[src/rtl/trace_pkg.sv]
// Shared types for the write-back commit trace buffer.
// Holds the record layout, serialiser states and counter widths.
package trace_pkg;

   localparam int SEQ_W  = 16;
   localparam int DROP_W = 16;

   typedef struct packed {
      logic [31:0]      pc;
      logic [4:0]       wb_reg;
      logic [31:0]      value;
      logic [SEQ_W-1:0] seq;
      logic             ovf;
   } trace_rec_t;

   typedef enum logic [1:0] {
      IDLE,
      B0,
      B1,
      B2
   } ser_state_e;

   // Middle beat: overflow flag, sequence number and destination register.
   function automatic logic [31:0] beat1(input trace_rec_t r);
      return {r.ovf, 10'b0, r.seq, r.wb_reg};
   endfunction

endpackage

[src/rtl/trace_fifo.sv]
// Synchronous record FIFO with registered read port and level output.
// Pop must only be asserted when the FIFO holds at least one record.
module trace_fifo
   import trace_pkg::*;
#(
   parameter int  DEPTH = 16,
   localparam int AW    = $clog2(DEPTH)
) (
   input  logic       clk_i,
   input  logic       rst_i,
   input  logic       push_i,
   input  trace_rec_t wdata_i,
   input  logic       pop_i,
   output trace_rec_t rdata_o,
   output logic [AW:0] count_o
);

   trace_rec_t        mem_q [DEPTH];
   logic [AW-1:0]     wr_ptr_q, wr_ptr_d;
   logic [AW-1:0]     rd_ptr_q, rd_ptr_d;
   logic [AW:0]       count_q, count_d;
   trace_rec_t        rdata_q, rdata_d;

   // Pointer, level and read-register next state.
   always_comb begin
      wr_ptr_d = wr_ptr_q;
      rd_ptr_d = rd_ptr_q;
      count_d  = count_q;
      rdata_d  = rdata_q;
      if (push_i) begin
         wr_ptr_d = wr_ptr_q + 1'b1;
      end
      if (pop_i) begin
         rd_ptr_d = rd_ptr_q + 1'b1;
         rdata_d  = mem_q[rd_ptr_q];
      end
      unique case ({push_i, pop_i})
         2'b10:   count_d = count_q + 1'b1;
         2'b01:   count_d = count_q - 1'b1;
         default: count_d = count_q;
      endcase
   end

   // Storage array; contents are don't-care until written.
   always_ff @(posedge clk_i) begin
      if (push_i) begin
         mem_q[wr_ptr_q] <= wdata_i;
      end
   end

   // Control registers, cleared by reset to discard buffered records.
   always_ff @(posedge clk_i or posedge rst_i) begin
      if (rst_i) begin
         wr_ptr_q <= '0;
         rd_ptr_q <= '0;
         count_q  <= '0;
         rdata_q  <= '0;
      end else begin
         wr_ptr_q <= wr_ptr_d;
         rd_ptr_q <= rd_ptr_d;
         count_q  <= count_d;
         rdata_q  <= rdata_d;
      end
   end

   assign rdata_o = rdata_q;
   assign count_o = count_q;

endmodule

[src/rtl/wb_trace_buffer.sv]
// Captures register-writing retirements and streams them as 3-beat records.
// Tracks dropped records and marks the first record after a gap.
module wb_trace_buffer
   import trace_pkg::*;
#(
   parameter int  DEPTH = 16,
   localparam int AW    = $clog2(DEPTH)
) (
   input  logic              clk,
   input  logic              rst,
   input  logic              trace_en,
   input  logic [31:0]       debug_wb_pc,
   input  logic              debug_wb_ena,
   input  logic [4:0]        debug_wb_reg,
   input  logic [31:0]       debug_wb_value,
   output logic              tr_valid,
   input  logic              tr_ready,
   output logic [31:0]       tr_data,
   output logic              tr_last,
   output logic [DROP_W-1:0] drop_cnt,
   output logic [AW:0]       fifo_level
);

   localparam logic [AW:0] FULL = (AW+1)'(DEPTH);

   ser_state_e        state_q, state_d;
   logic [SEQ_W-1:0]  seq_q, seq_d;
   logic              gap_q, gap_d;
   logic [DROP_W-1:0] drop_q, drop_d;

   logic       commit;
   logic       accept;
   logic       drop;
   logic       pop;
   logic       empty;
   logic       full;
   logic [AW:0] level;
   trace_rec_t wrec;
   trace_rec_t orec;

   assign commit = trace_en && debug_wb_ena && (debug_wb_reg != 5'd0);
   assign empty  = (level == '0);
   assign full   = (level == FULL);

   // A B2 handshake frees a slot in the same cycle it reloads the output.
   assign pop    = !empty &&
                   ((state_q == IDLE) ||
                    ((state_q == B2) && tr_ready));
   assign accept = commit && (!full || pop);
   assign drop   = commit && !accept;

   assign wrec.pc     = debug_wb_pc;
   assign wrec.wb_reg = debug_wb_reg;
   assign wrec.value  = debug_wb_value;
   assign wrec.seq    = seq_q;
   assign wrec.ovf    = gap_q;

   trace_fifo #(
      .DEPTH (DEPTH)
   ) u_fifo (
      .clk_i   (clk),
      .rst_i   (rst),
      .push_i  (accept),
      .wdata_i (wrec),
      .pop_i   (pop),
      .rdata_o (orec),
      .count_o (level)
   );

   // Sequence, gap flag and saturating drop counter next state.
   always_comb begin
      seq_d  = seq_q;
      gap_d  = gap_q;
      drop_d = drop_q;
      if (commit) begin
         seq_d = seq_q + 1'b1;
      end
      if (drop) begin
         gap_d = 1'b1;
         if (drop_q != '1) begin
            drop_d = drop_q + 1'b1;
         end
      end else if (accept) begin
         gap_d = 1'b0;
      end
   end

   // Serialiser next state: walk the beats, reload from the FIFO at B2.
   always_comb begin
      state_d = state_q;
      unique case (state_q)
         IDLE: if (pop) state_d = B0;
         B0:   if (tr_ready) state_d = B1;
         B1:   if (tr_ready) state_d = B2;
         B2:   if (tr_ready) state_d = pop ? B0 : IDLE;
         default: state_d = IDLE;
      endcase
   end

   // Beat payload selection; valid depends only on registered state.
   always_comb begin
      tr_valid = 1'b0;
      tr_last  = 1'b0;
      tr_data  = '0;
      unique case (state_q)
         B0: begin
            tr_valid = 1'b1;
            tr_data  = orec.pc;
         end
         B1: begin
            tr_valid = 1'b1;
            tr_data  = beat1(orec);
         end
         B2: begin
            tr_valid = 1'b1;
            tr_last  = 1'b1;
            tr_data  = orec.value;
         end
         default: begin
            tr_valid = 1'b0;
         end
      endcase
   end

   // State registers; reset abandons any record in flight.
   always_ff @(posedge clk or posedge rst) begin
      if (rst) begin
         state_q <= IDLE;
         seq_q   <= '0;
         gap_q   <= 1'b0;
         drop_q  <= '0;
      end else begin
         state_q <= state_d;
         seq_q   <= seq_d;
         gap_q   <= gap_d;
         drop_q  <= drop_d;
      end
   end

   assign drop_cnt   = drop_q;
   assign fifo_level = level;

endmodule

[config.mk]
export PLATFORM = sky130hd
export DESIGN_NAME = wb_trace_buffer
export DESIGN_NICKNAME = d
export VERILOG_FILES = /design/src/rtl/trace_pkg.sv /design/src/rtl/trace_fifo.sv /design/src/rtl/wb_trace_buffer.sv
export SDC_FILE = /design/constraint.sdc
export NUM_CORES = 2
export LEC_CHECK = 0
export CELL_PAD_IN_SITES_DETAIL_PLACEMENT = 1
export CELL_PAD_IN_SITES_GLOBAL_PLACEMENT = 1
export CORE_MARGIN = 2
export CORE_UTILIZATION = 49
export CTS_CLUSTER_DIAMETER = 150
export DETAILED_ROUTE_END_ITERATION = 6
export PLACE_DENSITY = 0.81
export SKIP_CTS_REPAIR_TIMING = 1
export SLEW_MARGIN = 5
export SYNTH_ARGS = -nofsm -noshare
export SYNTH_HDL_FRONTEND = slang
export SYNTH_HIERARCHICAL = 1
export SYNTH_SLANG_ARGS = --single-unit
export TNS_END_PERCENT = 30
[constraint.sdc]
create_clock -name clk -period 4.25 [get_ports clk]
set_input_delay 0.85 -clock clk [delete_from_list [all_inputs] [get_ports clk]]
set_output_delay 0.85 -clock clk [all_outputs]
set_load 0.03 [all_outputs]
; Yosys cells after proc, flatten, opt, wreduce, memory -nomap -nowiden
; Memories as Yosys holds them, arrays and structs flattened. A register that Yosys moved wholly into a read port is not among the register bits.
; Index checks and enable logic that the tools add are counted.
[op_classes]
div_mod_pow = 0
n_mux = 14
mul = 0
n_addsub = 6
order_cmp = 0
reduce_logical = 19
shift = 0
eq_ne = 11
bitwise = 0
[op_table]
columns = operator, count
row1 = $pmux W32 S3, 1
row2 = $add A16 B1 Y16 const B, 2
row3 = $ne A16 B16 Y1 const B, 1
row4 = $pmux W5 S2, 1
row5 = $add A4 B1 Y4 const B, 2
row6 = $mux W2, 4
row7 = $ne A2 B2 Y1 const B, 4
row8 = $pmux W2 S4, 1
row9 = $mux W1, 7
row10 = $eq A2 B2 Y1 const B, 3
row11 = $logic_and A1 B1 Y1, 6
row12 = $add A5 B1 Y5 const B, 1
row13 = $eq A5 B5 Y1 const B, 1
row14 = $logic_not A5 Y1, 1
row15 = $reduce_bool A5 Y1, 1
row16 = $sub A5 B1 Y5 const B, 1
row17 = $eq A2 B1 Y1 const B, 2
row18 = $reduce_and A4 Y1, 1
row19 = $reduce_bool A2 Y1, 2
row20 = $logic_not A1 Y1, 3
row21 = $reduce_or A3 Y1, 1
row22 = $logic_not A2 Y1, 1
row23 = $logic_or A1 B1 Y1, 2
row24 = $reduce_and A2 Y1, 1
[totals]
reg_bits = 48
latch_bits = 0
mem_bits_rw = 1376
out_inout_bits = 55
word_cells = 58
in_bits = 74
romBits = 0
n_memories = 1
[mem_list]
columns = name, depth, width, read_ports, rd_clocked_by_memory_dff, wr, line_no
row1 = u_fifo.mem_q, 16, 86, 1, 1, 1, trace_fifo.sv:18  ; trace_rec_t mem_q [DEPTH];

; Longest topological paths before layout
[depth]
word_depth = 9
depth_mapped = 15
ltp_nobuf = 13

; Cells and area by module
; Netlist, hierarchy kept.
[modules_own_cells]
columns = mod, seq_area_each_um2, area_per_inst_um2, cells_each, n_inst
row1 = trace_fifo, 43797.0, 55479.5, 2514, 1
row2 = wb_trace_buffer, 875.8, 2229.6, 236, 1

; Worst setup path before layout
; OpenSTA, ideal clock, no wires.
[synth_timing]
kind = reg-to-reg
start = register state_q[1]
end = memory u_fifo/mem_q[10][0] in the netlist's numbering (enable)
path_slack_ns = -0.196
required_time_ns = 3.796
period_less_slack_ns = 4.446
arrival_ns = 3.992
path_stages_with_launch = 10
n_path_buf = 2
setup_time_ns = 0.454
path_cell_list = dfrtp_1 > ha_1 > buf_2 > a21oi_1 > nand3_2 > and2_1 > clkbuf_1 > inv_2 > nor3b_1 > and2_1
[synth_between]
elab_chain_len = 8
word_cells_on_any_way = 9
classes_between = 1 x eq/ne / 2 x mux / 6 x reduce/logical
[synth_lines]
columns = element, line_no
row1 = start: declaration, wb_trace_buffer.sv:26  ; ser_state_e state_q, state_d;
row2 = start signal: assignment, wb_trace_buffer.sv:133  ; state_q <= state_d;
row3 = $eq A2 B2 Y1, wb_trace_buffer.sv:48  ; ((state_q == B2) && tr_ready));
row4 = $logic_and A1 B1 Y1, wb_trace_buffer.sv:48
row5 = $logic_or A1 B1 Y1 *, wb_trace_buffer.sv:47  ; ((state_q == IDLE) ||
row6 = $logic_and A1 B1 Y1 *, wb_trace_buffer.sv:46  ; assign pop = !empty &&
row7 = $logic_or A1 B1 Y1 *, wb_trace_buffer.sv:49  ; assign accept = commit && (!full || pop);
row8 = $logic_and A1 B1 Y1 *, wb_trace_buffer.sv:49
row9 = via accept, wb_trace_buffer.sv:32  ; logic accept;
row10 = $mux W1 *, trace_fifo.sv:46  ; if (push_i) begin
row11 = $mux W1 (implied by the code) *, trace_fifo.sv:47  ; mem_q[wr_ptr_q] <= wdata_i;
row12 = end: declaration, trace_fifo.sv:18
; Mark *: on every way through the listed nets, which the timed path passes. The rest lies on a longest branch.

; Worst setup path in the final report
[layout_timing]
start = register state_q[1]
end = output port tr_data[20]
[layout_between]
elab_chain_len = 2
word_cells_on_any_way = 4
classes_between = 3 x eq/ne / 1 x mux
[layout_lines]
columns = element, line_no
row1 = $eq A2 B2 Y1 or $eq A2 B1 Y1 (tied branches), wb_trace_buffer.sv:105  ; unique case (state_q)
row2 = $pmux W32 S3 *, wb_trace_buffer.sv:105
row3 = end: declaration, wb_trace_buffer.sv:18  ; output logic [31:0] tr_data,
; Every way passes the cells marked *; elsewhere a longest branch is shown, timed or not.

==> reports/results.txt <==
# rows -> 125
Critical R2R Launch -> state_q[1]
Area contributors post-synth -> edfxtp_1 (72%), mux4_2 (10%), dfrtp_1 (5.8%), mux2i_1 (3.5%), o22ai_1 (1.9%)
Worst rel slew slack -> 34.7%
Hold depth -> 1
Top_reg_cell synth -> edfxtp_1
Most frequent cell after synthesis -> edfxtp_1
DIE AREA -> 0.121 mm^2
Final Cycle Share -> 100%
Post-synthesis async set-or-reset flop share -> 8.87%
#FFs+latches synth -> 1510
Failing checks -> DRC, setup timing
Remaining Overflow, GRT -> 0
Layout cells sized above 1 -> 21.9%
Kind of critical path -> flip-flop to output port
Initial antenna violation count -> 12
Mapped Nets -> 2840
Synth Instances -> 2750
Cell area after synthesis -> 0.0577 mm^2
Routability cong. -> 0.834
Core area -> 0.117 mm^2
Final setup fails -> 1
DP Wirelength -> 88900 um
Flop-to-flop setup slack -> 470 ps
Worst Path Arrival -> 3410 ps
Clock Latency Late Sink -> 770 ps
First DRT Iteration DRCs -> 3802
MaxCap Viol Count -> 0
Synth cell count leaders -> edfxtp_1 (1376), mux4_2 (264), mux2i_1 (200), o22ai_1 (172), dfrtp_1 (134)
Largest net degree at the start of global routing -> 111
Largest area contributor in the netlist -> edfxtp_1
Yosys top cell area share -> 71.6%
WL final -> 163000 um
CP Capture Type -> output port
Fin Setup TNS -> -5.45 ps
IO Port Bufs -> 128
Placed Cells -> 4317
Largest fanout on the critical path -> 24
Worst EP required -> 3400 ps
Setup crit start kind -> flip-flop
Pwr dens -> 698 mW/mm^2
Clk root buf -> clkbuf_16
Die H -> 347 um
R2R cell count -> 8
Tmin final -> 4260 ps
IO Pins -> 129
Leakage -> 21.6 nW
Worst-path clk slew -> 70 ps
P&R area growth vs syn -> 15.2%
Final Skew -> 39.7 ps
Number of enable flip-flop cells after synthesis -> 1376
Num CTS Buffers -> 151
Effective utilization at floorplan -> 49.5%
YS warnings -> 6
First-pass GRT wire length -> 236000 um
Outcome -> finished with violations
Crit path to -> tr_data[20]
Worst min-delay path class -> flip-flop to flip-flop
Total GRT Usage -> 27.4%
H-tree levels -> 4
Crit path from -> state_q[1]
Maximum vdd drop -> 0.000601 V
Nets -> 3036
Via-to-Cell Ratio -> 6.59
Post-Syn Area per Cell -> 21.0 um^2
Tightest Pin Transition -> 979 ps
Post-Layout Cell Count -> 4602
Via count -> 30.3k
Endpoints failing hold -> 0
Vias in the first global route -> 32.7k
Dpl ws -> 96.7 ps
CTS tree -> built
Die Width -> 347 um
Layout Utilization -> 57.1%
Drt wl/cell -> 35.5 um
Post-route DRC -> 2
Antenna-violating nets left -> 0
Worst flop-to-flop path endpoint -> u_fifo/mem_q[2][0]
Hold_ws -> 525 ps
Max-slew violations -> 0
RSZ-0062 raised after global routing -> no
Worst setup margin -> -5.45 ps
Seq/Total Area, Yosys -> 77.4%
Maximum clock rate -> 235 MHz
Detailed Routing Iterations Pass 1 -> 7
Clk sink count -> 1510
Netlist cell types -> 55
Number of buffers on the longest clock path -> 3
==> stage by stage <==
stage / power (W) / cell area, um^2
finish: 0.0464 / 66500
detailed placement: 0.0323 / 61300
floorplan: 0.0274 / 57700
CTS: 0.0463 / 66400
global route: 0.0477 / 66500
global placement: 0.0316 / 61300
==> worst max-delay path, cell delays in order (launching register included) <==
cell             delay, ps
dfrtp_1                510
inv_1                  180
ha_4                   380
a222oi_1               770
nor2_1                 110
clkdlybuf4s50_1        650
==> how the worst min path moves through the flow <==
stage	startpoint	to
6_report	drop_cnt[11]	drop_cnt[11]
5_1_grt	drop_cnt[11]	drop_cnt[11]
4_1_cts	drop_cnt[11]	drop_cnt[11]
3_5_place_dp	drop_cnt[11]	drop_cnt[11]
3_3_place_gp	drop_cnt[11]	drop_cnt[11]
2_1_floorplan	u_fifo/wr_ptr_q[3]	u_fifo/wr_ptr_q[3]
==> kinds of logic (layout without fill, tap and decap cells) <==
group	count (synthesis)	after routing	share of synthesized area, %
mux	515	515	14.8
xor+xnor	39	39	0.592
flops	1510	1510	77.4
simple gates	142	142	1.29
fa+ha+maj	16	16	0.347
buf+inv	176	501	1.45
compound gates	352	352	4.15
other cells	0	3	0
==> area by class of cell <==
cell class / instances / area, um^2
fillers: 9756 / 50000
flip-flops and latches: 1510 / 44700
multi-input cells: 1064 / 12300
clock buffers: 199 / 4180
repair buffers: 209 / 2440
well taps: 1524 / 1910
clock inverters: 83 / 910
inverters: 10 / 40.0
diodes: 3 / 7.51
==> layout by cell type (no fill, tap or decap), drive strengths merged, types with 19 or more instances in the layout <==
cell / instances
a21oi: 51
a222oi: 22
a31oi: 41
buf: 81
clkbuf: 199
clkdlybuf4s50: 125
clkinv: 53
dfrtp: 134
edfxtp: 1376
inv: 19
mux2: 51
mux2i: 200
mux4: 264
nand2: 21
nor2: 49
o22ai: 172
o32ai: 41
xnor2: 25
==> layer usage <==
layer / global-route usage [%] / up-vias / wire length, um
li1: - / 11900 / -
met1: 35.5 / 16000 / 60000
met2: 44.1 / 1979 / 80100
met3: 7.88 / 365 / 17600
met4: 10.3 / 10 / 5610
met5: 0 / - / 57
==> power breakdown <==
group          switching (W)  internal, W
registers            0.00131       0.0175
logic                0.00823      0.00553
clock network        0.00580      0.00801
total                 0.0153       0.0311
==> flip-flops by register name, summed over array words and instances (netlist names) <==
| name | count |
|---|---|
| drop_cnt | 16 |
| u_fifo/rdata_o | 86 |
| seq_q | 16 |
| u_fifo/rd_ptr_q | 4 |
| state_q | 2 |
| u_fifo/wr_ptr_q | 4 |
| gap_q | 1 |
| u_fifo/mem_q | 1376 |
| u_fifo/count_o | 5 |
Power figures use the tool's default switching activity.
